<file path="src/rtl/fpu_pkg.sv">
// Shared FPU definitions: FP32 field layout, rounding-mode codes and the
// decoded-operand record passed between the two halves of the rounder.
package fpu_pkg;

    localparam int unsigned EXP_W    = 8;
    localparam int unsigned MAN_W    = 23;
    localparam int unsigned SIG_W    = 24;
    localparam logic [7:0]  EXP_BIAS = 8'd127;
    // First exponent at which every significand bit carries integer weight.
    localparam logic [7:0]  EXP_INT  = 8'd150;
    localparam logic [31:0] FP_ONE   = 32'h3F80_0000;
    localparam int unsigned QNAN_BIT = 22;

    typedef enum logic [1:0] {
        RM_RNE = 2'b00,
        RM_RTZ = 2'b01,
        RM_RDN = 2'b10,
        RM_RUP = 2'b11
    } rmode_t;

    typedef enum logic [2:0] {
        CL_PASS,   // already integral or infinity: pass through
        CL_NAN,    // NaN: quieten
        CL_ZERO,   // zero, or flushed denormal
        CL_FRAC,   // 1 <= |x| < 2^23: fraction bits to discard
        CL_SMALL   // |x| < 1: result is +-0 or +-1
    } fclass_t;

    typedef struct packed {
        logic [31:0]      x;
        rmode_t           rm;
        fclass_t          cls;
        logic [SIG_W-1:0] kept;    // significand with fraction bits cleared
        logic [4:0]       f;       // number of fraction bits
        logic             lsb;
        logic             guard;
        logic             sticky;
    } dec_t;

    function automatic logic round_up(input rmode_t rm, input logic s,
                                      input logic lsb, input logic g,
                                      input logic st);
        logic r;
        case (rm)
            RM_RNE:  r = g & (st | lsb);
            RM_RTZ:  r = 1'b0;
            RM_RDN:  r = s & (g | st);
            default: r = ~s & (g | st);
        endcase
        return r;
    endfunction

endpackage

</file>
<file path="src/rtl/fround_core.sv">
// Combinational FP32 round-to-integral datapath, split into a decode/mask
// half and an increment/normalise half so a register can sit between them.
module fround_core
    import fpu_pkg::*;
#(
    parameter bit FTZ = 1'b1
) (
    input  logic [31:0] x,
    input  logic [1:0]  mode,
    output dec_t        dec,
    input  dec_t        dec_in,
    output logic [31:0] y,
    output logic        inexact
);

    logic [SIG_W-1:0] sig;
    logic [SIG_W-1:0] mask;
    logic [4:0]       fsh;
    logic             inc;
    logic [SIG_W:0]   sum;

    // Decode: classify the operand and split the significand at the binary point.
    always_comb begin
        dec    = '0;
        sig    = {1'b1, x[22:0]};
        fsh    = 5'(EXP_INT - x[30:23]);
        mask   = '0;
        dec.x  = x;
        dec.rm = rmode_t'(mode);
        if (x[30:23] == 8'hFF) begin
            dec.cls = (x[22:0] == '0) ? CL_PASS : CL_NAN;
        end else if (x[30:23] >= EXP_INT) begin
            dec.cls = CL_PASS;
        end else if (x[30:23] == '0 && (x[22:0] == '0 || FTZ)) begin
            dec.cls = CL_ZERO;
        end else if (x[30:23] < EXP_BIAS) begin
            dec.cls    = CL_SMALL;
            dec.guard  = (x[30:23] == EXP_BIAS - 8'd1);
            dec.sticky = dec.guard ? |x[22:0] : 1'b1;
        end else begin
            dec.cls    = CL_FRAC;
            dec.f      = fsh;
            mask       = (24'h1 << fsh) - 24'h1;
            dec.kept   = sig & ~mask;
            dec.lsb    = sig[fsh];
            dec.guard  = sig[fsh - 5'd1];
            dec.sticky = |(sig & (mask >> 1));
        end
    end

    // Increment/normalise: apply the rounding decision and rebuild the FP32 word.
    always_comb begin
        inc     = round_up(dec_in.rm, dec_in.x[31], dec_in.lsb, dec_in.guard, dec_in.sticky);
        sum     = {1'b0, dec_in.kept} + (inc ? (25'h1 << dec_in.f) : 25'h0);
        y       = dec_in.x;
        inexact = 1'b0;
        case (dec_in.cls)
            CL_NAN:  y[QNAN_BIT] = 1'b1;
            CL_ZERO: y = {dec_in.x[31], 31'b0};
            CL_SMALL: begin
                y       = inc ? (FP_ONE | {dec_in.x[31], 31'b0}) : {dec_in.x[31], 31'b0};
                inexact = dec_in.guard | dec_in.sticky;
            end
            CL_FRAC: begin
                // sum[24:23] is 01 without carry, 10 with carry (significand becomes 1.0)
                y       = {dec_in.x[31], dec_in.x[30:23] + {7'b0, sum[24]},
                           sum[23] ? sum[22:0] : 23'b0};
                inexact = dec_in.guard | dec_in.sticky;
            end
            default: ;
        endcase
    end

endmodule

</file>
<file path="src/rtl/fround_pipe.sv">
// Pipelined FP32 round-to-integral unit with valid/ready flow control.
// NSTAGE registers: output always; mid (between core halves) for NSTAGE>=2;
// input for NSTAGE==3. Each stage advances when empty or when the next one does.
module fround_pipe
    import fpu_pkg::*;
#(
    parameter int unsigned NSTAGE = 2,
    parameter bit          FTZ    = 1'b1
) (
    input  logic        clk,
    input  logic        rstn,
    input  logic        in_valid,
    output logic        in_ready,
    input  logic [31:0] x,
    input  logic [1:0]  mode,
    output logic        out_valid,
    input  logic        out_ready,
    output logic [31:0] y,
    output logic        inexact
);

    logic [NSTAGE-1:0] vld;
    logic [NSTAGE-1:0] adv;
    logic [NSTAGE-1:0] vin;
    logic [31:0]       core_x;
    logic [1:0]        core_mode;
    dec_t              dec_w;
    dec_t              dec_q;
    logic [31:0]       y_w;
    logic              inx_w;

    // Advance chain from the output back to the input (bubble collapsing).
    always_comb begin
        logic a;
        adv = '0;
        a   = ~vld[NSTAGE-1] | out_ready;
        adv[NSTAGE-1] = a;
        for (int unsigned i = 1; i < NSTAGE; i++) begin
            a = ~vld[NSTAGE-1-i] | a;
            adv[NSTAGE-1-i] = a;
        end
    end

    // Valid bit feeding each stage: the input handshake, then the previous stage.
    always_comb begin
        vin    = '0;
        vin[0] = in_valid;
        for (int unsigned i = 1; i < NSTAGE; i++) begin
            vin[i] = vld[i-1];
        end
    end

    // Stage valid bits; reset flushes every in-flight operand.
    always_ff @(posedge clk) begin
        if (!rstn) begin
            vld <= '0;
        end else begin
            for (int unsigned i = 0; i < NSTAGE; i++) begin
                if (adv[i]) vld[i] <= vin[i];
            end
        end
    end

    assign in_ready  = adv[0];
    assign out_valid = vld[NSTAGE-1];

    if (NSTAGE == 3) begin : g_in
        logic [31:0] x_r;
        logic [1:0]  mode_r;
        // Input operand register.
        always_ff @(posedge clk) begin
            if (!rstn) begin
                x_r    <= '0;
                mode_r <= '0;
            end else if (adv[0]) begin
                x_r    <= x;
                mode_r <= mode;
            end
        end
        assign core_x    = x_r;
        assign core_mode = mode_r;
    end else begin : g_in_bypass
        assign core_x    = x;
        assign core_mode = mode;
    end

    if (NSTAGE >= 2) begin : g_mid
        dec_t dec_r;
        // Register between the decode and increment halves.
        always_ff @(posedge clk) begin
            if (!rstn) begin
                dec_r <= '0;
            end else if (adv[NSTAGE-2]) begin
                dec_r <= dec_w;
            end
        end
        assign dec_q = dec_r;
    end else begin : g_mid_bypass
        assign dec_q = dec_w;
    end

    fround_core #(.FTZ(FTZ)) u_core (
        .x       (core_x),
        .mode    (core_mode),
        .dec     (dec_w),
        .dec_in  (dec_q),
        .y       (y_w),
        .inexact (inx_w)
    );

    // Output register; holds while the consumer stalls.
    always_ff @(posedge clk) begin
        if (!rstn) begin
            y       <= '0;
            inexact <= 1'b0;
        end else if (adv[NSTAGE-1]) begin
            y       <= y_w;
            inexact <= inx_w;
        end
    end

endmodule

</file>
<file path="config.mk">
export PLATFORM = sky130hd
export DESIGN_NAME = fround_pipe
export DESIGN_NICKNAME = d
export VERILOG_FILES = /design/src/rtl/fpu_pkg.sv /design/src/rtl/fround_core.sv /design/src/rtl/fround_pipe.sv
export SDC_FILE = /design/constraint.sdc
export NUM_CORES = 1
export LEC_CHECK = 0
export ABC_CLOCK_PERIOD_IN_PS = 14200
export CAP_MARGIN = 0
export CORE_MARGIN = 2
export CORE_UTILIZATION = 52
export CTS_BUF_LIST = sky130_fd_sc_hd__clkbuf_8
export DETAILED_ROUTE_END_ITERATION = 6
export MAX_ROUTING_LAYER = met4
export PLACE_DENSITY_LB_ADDON = 0.05
export SYNTH_ARGS = -nofsm -noshare
export SYNTH_HDL_FRONTEND = slang
export SYNTH_SLANG_ARGS = --single-unit
</file>
<file path="constraint.sdc">
create_clock -name clk -period 14.2 [get_ports clk]
set_clock_uncertainty 0.05 [all_clocks]
set_input_delay 1.42 -clock clk [delete_from_list [all_inputs] [get_ports clk]]
set_output_delay 1.42 -clock clk [all_outputs]
set_load 0.02 [all_outputs]
</file>
# After elaboration in Yosys (flattened, before gate mapping)
# Cells that the tools add are included.
[classes]
add_sub_neg = 5
mul = 0
shifts = 2
magnitude_cmp = 4
n_mux = 23
n_eq_ne = 8
n_reduce_logical = 6
n_bitwise = 13
n_div = 0
[ops]
columns = ["operator", "n"]
rows = [
  ["32-bit 2-to-1 mux", 3],
  ["22-bit case mux with 3 select lines", 1],
  ["30-bit 2-to-1 mux", 2],
  ["24-bit by 25-bit adder with 25-bit output", 1],
  ["25-bit 2-to-1 mux", 1],
  ["1-bit by 5-bit left shift with 25-bit output (first input constant)", 1],
  ["24-bit by 23-bit bitwise AND with 24-bit output", 1],
  ["24-bit bitwise AND", 1],
  ["24-bit inverter", 1],
  ["8-bit case mux with 3 select lines", 1],
  ["24-bit OR reduction", 1],
  ["1-bit by 5-bit left shift with 24-bit output (first input constant)", 1],
  ["24-bit by 1-bit subtractor with 24-bit output (second input constant)", 1],
  ["23-bit logical NOT", 1],
  ["23-bit 2-to-1 mux", 1],
  ["23-bit OR reduction", 1],
  ["5-bit by 6-bit < comparator with 1-bit output (second input constant)", 2],
  ["3-bit 2-to-1 mux", 4],
  ["1-bit binary-select mux with 5-bit select", 2],
  ["8-bit by 1-bit adder with 8-bit output", 1],
  ["8-bit by 7-bit equality test with 1-bit output (second input constant)", 1],
  ["8-bit equality test (second input constant)", 1],
  ["8-bit >= comparator (second input constant)", 1],
  ["8-bit logical NOT", 1],
  ["other kinds (17)", 29],
]
[totals]
output_inout_bits = 35
regBits = 104
latchBits = 0
n_memories = 0
mem_bits_ro = 0
mem_bits_rw = 0
word_cells = 73

# Depth between registers and ports, before layout
# Gate-level depths: netlist of run 1.
[depth]
word_depth = 9
mapped_depth = 25
ltp_nobuf = 25

# Modules after synthesis
# A second synthesis of run 1 with hierarchy kept.
[hier_totals]
cells_unflattened = 1125
area_unflattened_um2 = 8565.7
[modules_own_cells]
columns = ["mod", "cells_each", "area_per_inst_um2", "seq_area_each_um2", "instances"]
rows = [
  ["fround_core", 667, 4286.6, 0.0, 1],
  ["fround_pipe", 458, 4279.1, 2082.0, 1],
]

# Worst setup path after synthesis of run 1
# OpenSTA, ideal clock, no wires.
[synth_timing]
path_type = "in2reg"
start = "in x[23]"
end = "reg g_mid.dec_r (netlist bit dec_q[0])"
cell_stages = 15
required_ps = 14022
setup_slack_ps = 9504
arrival_time_ps = 4518
path_buffers = 4
path_cell_list = "ha_1 ha_1 buf_2 clkbuf_1 clkbuf_1 or3_1 ha_1 clkbuf_1 nand2b_1 o32ai_4 nand4_1 o2111a_1 a221oi_1 and4bb_1 a31oi_1"
[synth_via]
elab_chain_len = 9
[synth_rtl]
columns = ["item", "line", "rtl"]
rows = [
  ["from (decl)", "fround_pipe.sv:14", "input logic [31:0] x,"],
  ["5-bit subtractor", "fround_core.sv:26", "fsh = 5'(EXP_INT - x[30:23]);"],
  ["1-bit by 5-bit left shift with 24-bit output", "fround_core.sv:43", "mask = (24'h1 << fsh) - 24'h1;"],
  ["24-bit by 1-bit subtractor with 24-bit output", "fround_core.sv:43", ""],
  ["24-bit by 23-bit bitwise AND with 24-bit output", "fround_core.sv:47", "dec.sticky = |(sig & (mask >> 1));"],
  ["24-bit OR reduction", "fround_core.sv:47", ""],
  ["2-bit 2-to-1 mux", "fround_core.sv:36", "end else if (x[30:23] < EXP_BIAS) begin"],
  ["32-bit 2-to-1 mux", "fround_core.sv:34", "end else if (x[30:23] == '0 && (x[22:0] == '0 || FTZ)) begin"],
  ["32-bit 2-to-1 mux", "fround_core.sv:32", "end else if (x[30:23] >= EXP_INT) begin"],
  ["32-bit 2-to-1 mux *", "fround_core.sv:30", "if (x[30:23] == 8'hFF) begin"],
  ["to (signal assigned)", "fround_pipe.sv:94", "dec_r <= dec_w;"],
  ["to (decl)", "fround_pipe.sv:88", "dec_t dec_r;"],
]
# Every way passes the cells marked *; elsewhere a longest branch is shown, timed or not.
# A chain may end at the register's enable or synchronous reset.

# Final worst setup path of run 1
# Same ends and word-level chain as after synthesis.

==> results of run 1 <==
worst reg2reg max path: stages, from the launching register on:
cell and delay [ps]:
dfxtp_1 460, nor2_1 80, nand2_1 60, o21ai_0 70
a221o_1 340, nor2_1 220, nand2_1 170, or3_1 430
fa_1 450, nor2b_1 190, o31ai_1 140, a2111oi_2 490
nor2_1 150, a31oi_2 330, a21oi_1 130, o21ai_0 230
xor2_1 210, ha_1 200, ha_1 190, and3_1 210
nand3_1 100, xnor2_1 130, a221oi_1 310, nor2_1 90
worst min-delay path by stage:
stage / to / slack [ps] / cells past startpoint / start
final: dec_q[47]$_SDFFE_PN0P_ / 420 / 2 / dec_q[47]$_SDFFE_PN0P_
after global routing: dec_q[53]$_SDFFE_PN0P_ / 440 / 2 / dec_q[53]$_SDFFE_PN0P_
after CTS: dec_q[47]$_SDFFE_PN0P_ / 430 / 2 / dec_q[47]$_SDFFE_PN0P_
after detailed placement: vld[1]$_SDFFE_PN0P_ / 410 / 1 / vld[0]$_SDFFE_PN0P_
after global placement: dec_q[41]$_SDFFE_PN0P_ / 400 / 2 / dec_q[41]$_SDFFE_PN0P_
after floorplan: vld[1]$_SDFFE_PN0P_ / 380 / 1 / vld[0]$_SDFFE_PN0P_
metrics by stage:
stage | instance area [µm²] | util (%) | total power [W] | std cells
after floorplan | 7560 | - | 0.000421 | 951
after global placement | 8280 | 57.6 | 0.000478 | 1152
after detailed placement | 8280 | 57.6 | 0.000478 | 1152
after CTS | 8490 | 59.1 | 0.000674 | 1168
after global routing | 8490 | 59.1 | 0.000700 | 1168
final | 8490 | 59.1 | 0.000673 | 1168
area by class of cell:
| type | instances | area share (%) |
|---|---|---|
| Clock inverter | 7 | 1.02 |
| Inverter | 30 | 1.33 |
| Sequential cell | 104 | 24.5 |
| Clock buffer | 9 | 1.46 |
| Timing Repair Buffer | 79 | 9.05 |
| Tap cell | 184 | 2.71 |
| Multi-Input combinational cell | 755 | 59.9 |
sequential cells by signal, summed over array words and instances, names as in the netlist:
signal	count
inexact	1
vld	2
y	32
dec_q	69
power by group through the flow:
stage               sequential, W  clock (W)  combinational, W
floorplan                0.000325          0         0.0000957
global placement         0.000321          0          0.000157
detailed placement       0.000322          0          0.000156
CTS                      0.000315   0.000202          0.000157
global route             0.000317   0.000212          0.000172
finish                   0.000315   0.000199          0.000159
metal layers:
| metal | wire length, µm | share of wire, % | vias up |
|---|---|---|---|
| met3 | 1610 | 6.8 | 54 |
| met5 | 0 | 0 | - |
| met4 | 660 | 2.8 | 0 |
| met1 | 11000 | 46 | 3488 |
| met2 | 10500 | 44 | 307 |
| li1 | - | - | 3561 |
cell usage in the layout, fill, tap and decap left out, types with 11 or more instances in the layout:
| master | n |
|---|---|
| a32oi_1 | 20 |
| dfxtp_1 | 104 |
| a211oi_1 | 11 |
| inv_1 | 29 |
| clkdlybuf4s50_1 | 71 |
| nor2b_1 | 37 |
| or3_1 | 11 |
| a21boi_0 | 44 |
| nand3_1 | 16 |
| nor2_1 | 77 |
| o21ai_0 | 68 |
| nand2_1 | 129 |
| nand2b_1 | 12 |
| a21oi_1 | 38 |
| xnor2_1 | 19 |
| nor3_1 | 28 |
| nand4_1 | 12 |
| a221oi_1 | 22 |
| ha_1 | 35 |
logic make-up after synthesis:
logic type / count (synthesis)
AOI/OAI and AO/OA: 301
and+or+nand+nor: 368
muxes: 19
xor gates and xnor gates: 31
buffers and inverters: 92
adders and majority gates: 36
DFF: 104
==> impl_metrics.csv, run 1 <==
group,metric,value,unit
cts,clk_transition_reported_paths,110,ps
worst_setup_path,reg2reg_to,"y[29]$_SDFFE_PN0P_",
global_routing,first_pass_grt_wire_length,37.9,mm
sta,final_report_max_slew_violation_count,0,
synth,synthTopCellsByCount,"nand2_1 (129), dfxtp_1 (104), nor2_1 (78)",
synth,syn_area_per_cell,7.95,µm²
final_layout,share_of_layout_cells_above_drive_strength_1,6.61,%
cts,clk-insertion-delay-late,410,ps
place,hpwl,17.2,mm
power,sequentialPowerShare,46.8,%
cts,cts-hold-fix-buffers,0,
status,outcome,"completed",
synth,synth.area.mux_share,4.50,%
synth,part_of_the_yosys_area_used_for_sequential_elements,27.5,%
worst_setup_path,critPathLaunchType,"input pin",
route,wire_per_inst,20.4,µm
die,core_box_area,14400,µm²
power,pwr-share-comb,23.7,%
global_routing,maximum_number_of_pins_on_one_net_before_global_route_repair,105,
synth,synth_top_area_cell,"dfxtp_1",
synth,fraction_of_the_mapped_netlist_area_in_simple_logic_gates,23.6,%
worst_setup_path,worst_setup_path_endpoint,"dec_q[0]$_SDFFE_PN0P_",
synth,ys_ff_latch,104,
route,first_pass_iters,6,
worst_setup_path,path_delay_family,"adder cells",
final_layout,layout_overhead_on_the_synthesized_area,12.3,%
synth,asyncSetResetFlopFracSynth,0,%
synth,synthMostInstantiatedCell,"nand2_1",
sta,worst_pin_slew,991,ps
cts,cts_resized,0,
route,routed_via_density,6.34,
synth,synth-edff-count,0,
synth,synth_compound_area_share,29.3,%
worst_hold_path,min-delay-path-class,"reg2reg",
sta,min_period_over_period,42.5,%
power,share_clk_of_total_power,29.5,%
sta,setup_viol_count_final,0,
route,drt_drc_violations_left,0,
die,die_y,125,µm
sta,hold_viol,0,
flow_run,timing.max_cap.violations,0,
final_layout,final-seq-area,2080,µm²
cts,clk_root_buffer_cell,"clkbuf_8",
worst_setup_path,worst_r2r_startpoint,"dec_q[68]$_SDFFE_PN0P_",
place,dpl_worst_slack,7800,ps
worst_setup_path,cells_on_worst_reg2reg_path,23,
die,io_pins,73,
power,powerDensity,79.3,nW/µm²
die,design.die.area,15500,µm²
worst_setup_path,cp.depth,13,
worst_setup_path,minimum_setup_slack_among_reg_to_reg_paths,8670,ps
synth,synth_top_flop_cell,"dfxtp_1",
synth,synth_warnings,0,
route,detailedRoute.firstIterationViolations,751,
synth,synthTopCellsByArea,"dfxtp_1 (28%), nand2_1 (6.4%), ha_1 (5.8%), o21ai_0 (4.5%), a21boi_0 (4.4%)",
worst_setup_path,cp_cell_sequence,"clkdlybuf4s50_1, ha_1, ha_1, nor2b_1, nand2_1, ha_1, nand2b_1, o32ai_4, nand4_1, o2111a_1, a221oi_1, and4bb_1, a31oi_1",
worst_setup_path,path_max_fanout,25,
worst_setup_path,endpoint_kind_of_the_worst_setup_timing_path,"flop",
place,gp_routability_congestion,1.00,
final_layout,antenna_cells,0,
worst_setup_path,crit_path_frequent_cell,"ha_1",
final_layout,finalNetCount,1053,
synth,yosys.area_share.adder,6.06,%
power,sw_frac_of_total,34.5,%
cts,clock_sink_count,104,
power,ir_drop,0.0639,mV
power,switchingPower,0.000232,W
power,intPower,0.000441,W
final_layout,n_fill_cell,1348,
synth,synth_area,7560,µm²
synth,mappedNetlistNets,1025,
sta,holdWs,425,ps
synth,post_synth_num_cell_types,93,
power,leakagePower,3.22,nW
worst_setup_path,worst-path-buf-inv,1,
cts,cts_buffer_depth,2,
global_routing,busiest_layer,"met2",
route,detail_route.wirelength,23.8,mm
global_routing,first_global_vias,6794,
sta,unrepaired_setup_endpoints_after_global_routing,"false",
cts,total_cts_buffers,9,
die,initial_core_util,52.6,%
global_routing,groute.layer.met3.usage,5.28,%
sta,layout_setup_ws,8170,ps
worst_setup_path,crit_start,"x[23]",
sta,timing.slew.headroom,33.7,%
cts,cts_tree,"done",
global_routing,initial_antenna_violation_count,0,
sta,fmax,166,MHz
synth,synthesis.instances,951,
global_routing,gr-usage-met2,46.6,%
synth,yosys.area_share.xor_xnor,3.79,%
global_routing,globalRouteMet1Util,44.1,%
sta,timing.final.crit_period,6030,ps
cts,postcts_setup_bufs,0,
synth,synth_top_family_by_area,"compound AO/OA/AOI/OAI gates",
final_layout,multiInputGateArea,5080,µm²
worst_setup_path,path_class,"in2reg",
die,die_width,125,µm
route,antenna_violating_nets_post_route,0,
synth,synth_top_cell_area_share,27.5,%
die,num_rows,44,
worst_setup_path,required,14440,ps
route,vias_after_detailed_routing,7410,
place,numPortBuffers,72,
worst_setup_path,critPathMaxStageDelay,920,ps
worst_setup_path,crit_arrival,6270,ps
worst_setup_path,crit_slowest_cell,"clkdlybuf4s50_1",
global_routing,grt_util_all_layers,31.5,%
cts,htree_num_levels,3,
global_routing,grt_remaining_overflow,0,
sta,tns,0,ps
Note: power is estimated with default switching activity, not from simulation.
==> run 2: changes to the inputs <==
- ABC_CLOCK_PERIOD_IN_PS: 14200 -> 5400
- clock period: 14.2 -> 5.4 ns (I/O delays scaled with it)
==> impl_metrics.csv, run 2 (synthesis results as in run 1) <==
group,metric,value,unit
final_layout,finalNetCount,1060,
sta,fmax,201,MHz
power,leakagePower,3.25,nW
global_routing,initial_antenna_violation_count,0,
place,hpwl,16.9,mm
cts,clk_transition_reported_paths,110,ps
sta,hold_viol,0,
final_layout,final_cell_mix,"nand2_1 (129), dfxtp_1 (104), nor2_1 (76)",
status,outcome,"completed",
power,post-layout-total-power,0.00174,W
cts,clk-insertion-delay-late,390,ps
global_routing,grt_util_all_layers,30.2,%
die,die_width,125,µm
route,drt_drc_violations_left,0,
place,placed_cell_area,8330,µm²
worst_setup_path,crit_start,"dec_q[1]$_SDFFE_PN0P_",
worst_setup_path,path_class,"reg2reg",
route,detailedRoute.firstIterationViolations,801,
die,die_y,125,µm
cts,htree_num_levels,3,
route,antenna_violating_nets_post_route,0,
worst_setup_path,critPathLaunchType,"flop",
power,powerDensity,203,nW/µm²
final_layout,share_of_layout_cells_above_drive_strength_1,7.37,%
global_routing,first_global_vias,6682,
die,design.die.area,15500,µm²
worst_setup_path,endpoint_kind_of_the_worst_setup_timing_path,"flop",
cts,clock_sink_count,104,
cts,cts_tree,"done",
global_routing,maximum_number_of_pins_on_one_net_before_global_route_repair,56,
die,initial_core_util,52.6,%
power,ir_drop,0.179,mV
final_layout,antenna_cells,0,
place,numPortBuffers,72,
power,intPower,0.00116,W
route,vias_after_detailed_routing,7466,
global_routing,first_pass_grt_wire_length,36.8,mm
sta,setup_viol_count_final,0,
worst_hold_path,holdCritStartpoint,"dec_q[44]$_SDFFE_PN0P_",
final_layout,layout_overhead_on_the_synthesized_area,13.0,%
worst_setup_path,worst_r2r_startpoint,"dec_q[1]$_SDFFE_PN0P_",
die,io_pins,73,
route,routed_via_density,6.35,
final_layout,largest_register_ff_count,69,
sta,final_report_max_slew_violation_count,0,
worst_hold_path,min-delay-path-class,"reg2reg",
cts,cts_buffer_depth,2,
sta,timing.slew.headroom,46.1,%
final_layout,final_design_area_no_fill,8540,µm²
route,first_pass_iters,5,
sta,timing.final.crit_period,4970,ps
die,core_box_area,14400,µm²
power,sequentialPowerShare,47.7,%
sta,holdWs,420,ps
power,pwr-share-comb,24.3,%
route,wire_per_inst,19.5,µm
cts,total_cts_buffers,9,
final_layout,layout.cells.most_common,"nand2_1",
die,num_rows,44,
global_routing,grt_remaining_overflow,0,
sta,min_period_over_period,92.0,%
sta,worst_pin_slew,806,ps
route,detail_route.wirelength,22.9,mm
power,sw_frac_of_total,33.4,%
power,share_clk_of_total_power,28.0,%
flow_run,timing.max_cap.violations,0,
worst_setup_path,crit_arrival,5210,ps
cts,clk_root_buffer_cell,"clkbuf_8",
worst_setup_path,required,5640,ps
power,switchingPower,0.000581,W
final_layout,n_fill_cell,1369,
place,gp_routability_congestion,0.971,
worst_setup_path,path_max_fanout,4,
[run 2: cell types whose count changed in the layout (fill, tap and decap cells not counted), sizes merged]
cell,before,now
clkinv,5,2
clkinvlp,0,1
inv,32,34
buf,8,15
[run 2: layer usage]
layer	vias to the layer above	GRT usage (%)	routed length (µm)
met5	-	-	0
li1	3575	-	-
met4	0	9.45	766
met1	3464	43.2	10500
met2	367	43.5	9730
met3	60	5.24	1940
[run 2: repair_timing]
action | in CTS | in global routing
hold buffers | 0 | 0
setup buffers | 0 | 0
endpoints found under the setup margin | 0 | 4
gates resized for setup | 0 | 5
[run 2: power by group through the flow]
stage	registers [W]	logic (W)	clock network, W
finish	0.000828	0.000422	0.000487
floorplan	0.000856	0.000252	0
global route	0.000833	0.000454	0.000529
detailed placement	0.000845	0.000412	0
CTS	0.000828	0.000414	0.000497
global placement	0.000844	0.000413	0
[run 2: stage by stage]
| stage | util (%) | TNS, ps | cells | setup WS, ps |
|---|---|---|---|---|
| floorplan | - | 0 | 951 | 771 |
| global placement | 58.0 | 0 | 1159 | 392 |
| detailed placement | 58.0 | 0 | 1159 | 286 |
| CTS | 59.3 | 0 | 1175 | 253 |
| global route | 59.5 | -2.32 | 1175 | -2.32 |
| finish | 59.5 | 0 | 1175 | 432 |
[run 2: area by class of cell]
type / count / area [µm²] / area share, %
flip-flops and latches: 104 / 2080 / 24.4
clock inverters: 7 / 66.3 / 0.776
inverters: 30 / 113 / 1.32
multi-input cells: 755 / 5110 / 59.8
clock buffers: 9 / 124 / 1.45
well taps: 184 / 230 / 2.69
repair buffers: 86 / 821 / 9.61
[run 2: critical path, cell delays in order, from the launching register on]
cell,delay (ps)
dfxtp_1,390
nor2b_1,140
o21ai_0,90
a221o_1,360
nor2_4,150
nand2_1,110
or3_1,400
fa_1,450
nor2b_2,160
o31ai_1,140
a2111oi_4,460
nor2_1,140
a31oi_2,170
a21oi_1,90
o21ai_1,170
xor2_1,200
ha_1,200
and3_1,200
and3_1,200
nand3_1,100
xnor2_1,130
a221oi_1,270
nor3b_1,80
[run 2: worst paths after layout]
kind | cells after the start | slack, ps | endpoint
hold reg to reg | 2 | 420 | dec_q[44]$_SDFFE_PN0P_
setup / recovery | 22 | 430 | y[30]$_SDFFE_PN0P_
setup reg to reg | 22 | 430 | y[30]$_SDFFE_PN0P_
hold / removal | 2 | 420 | dec_q[44]$_SDFFE_PN0P_
==> run 3: changes to the inputs <==
- SLEW_MARGIN: not set -> 25
==> results of run 3 <==
Final layout, timing and power as in run 2 (identical DEF).
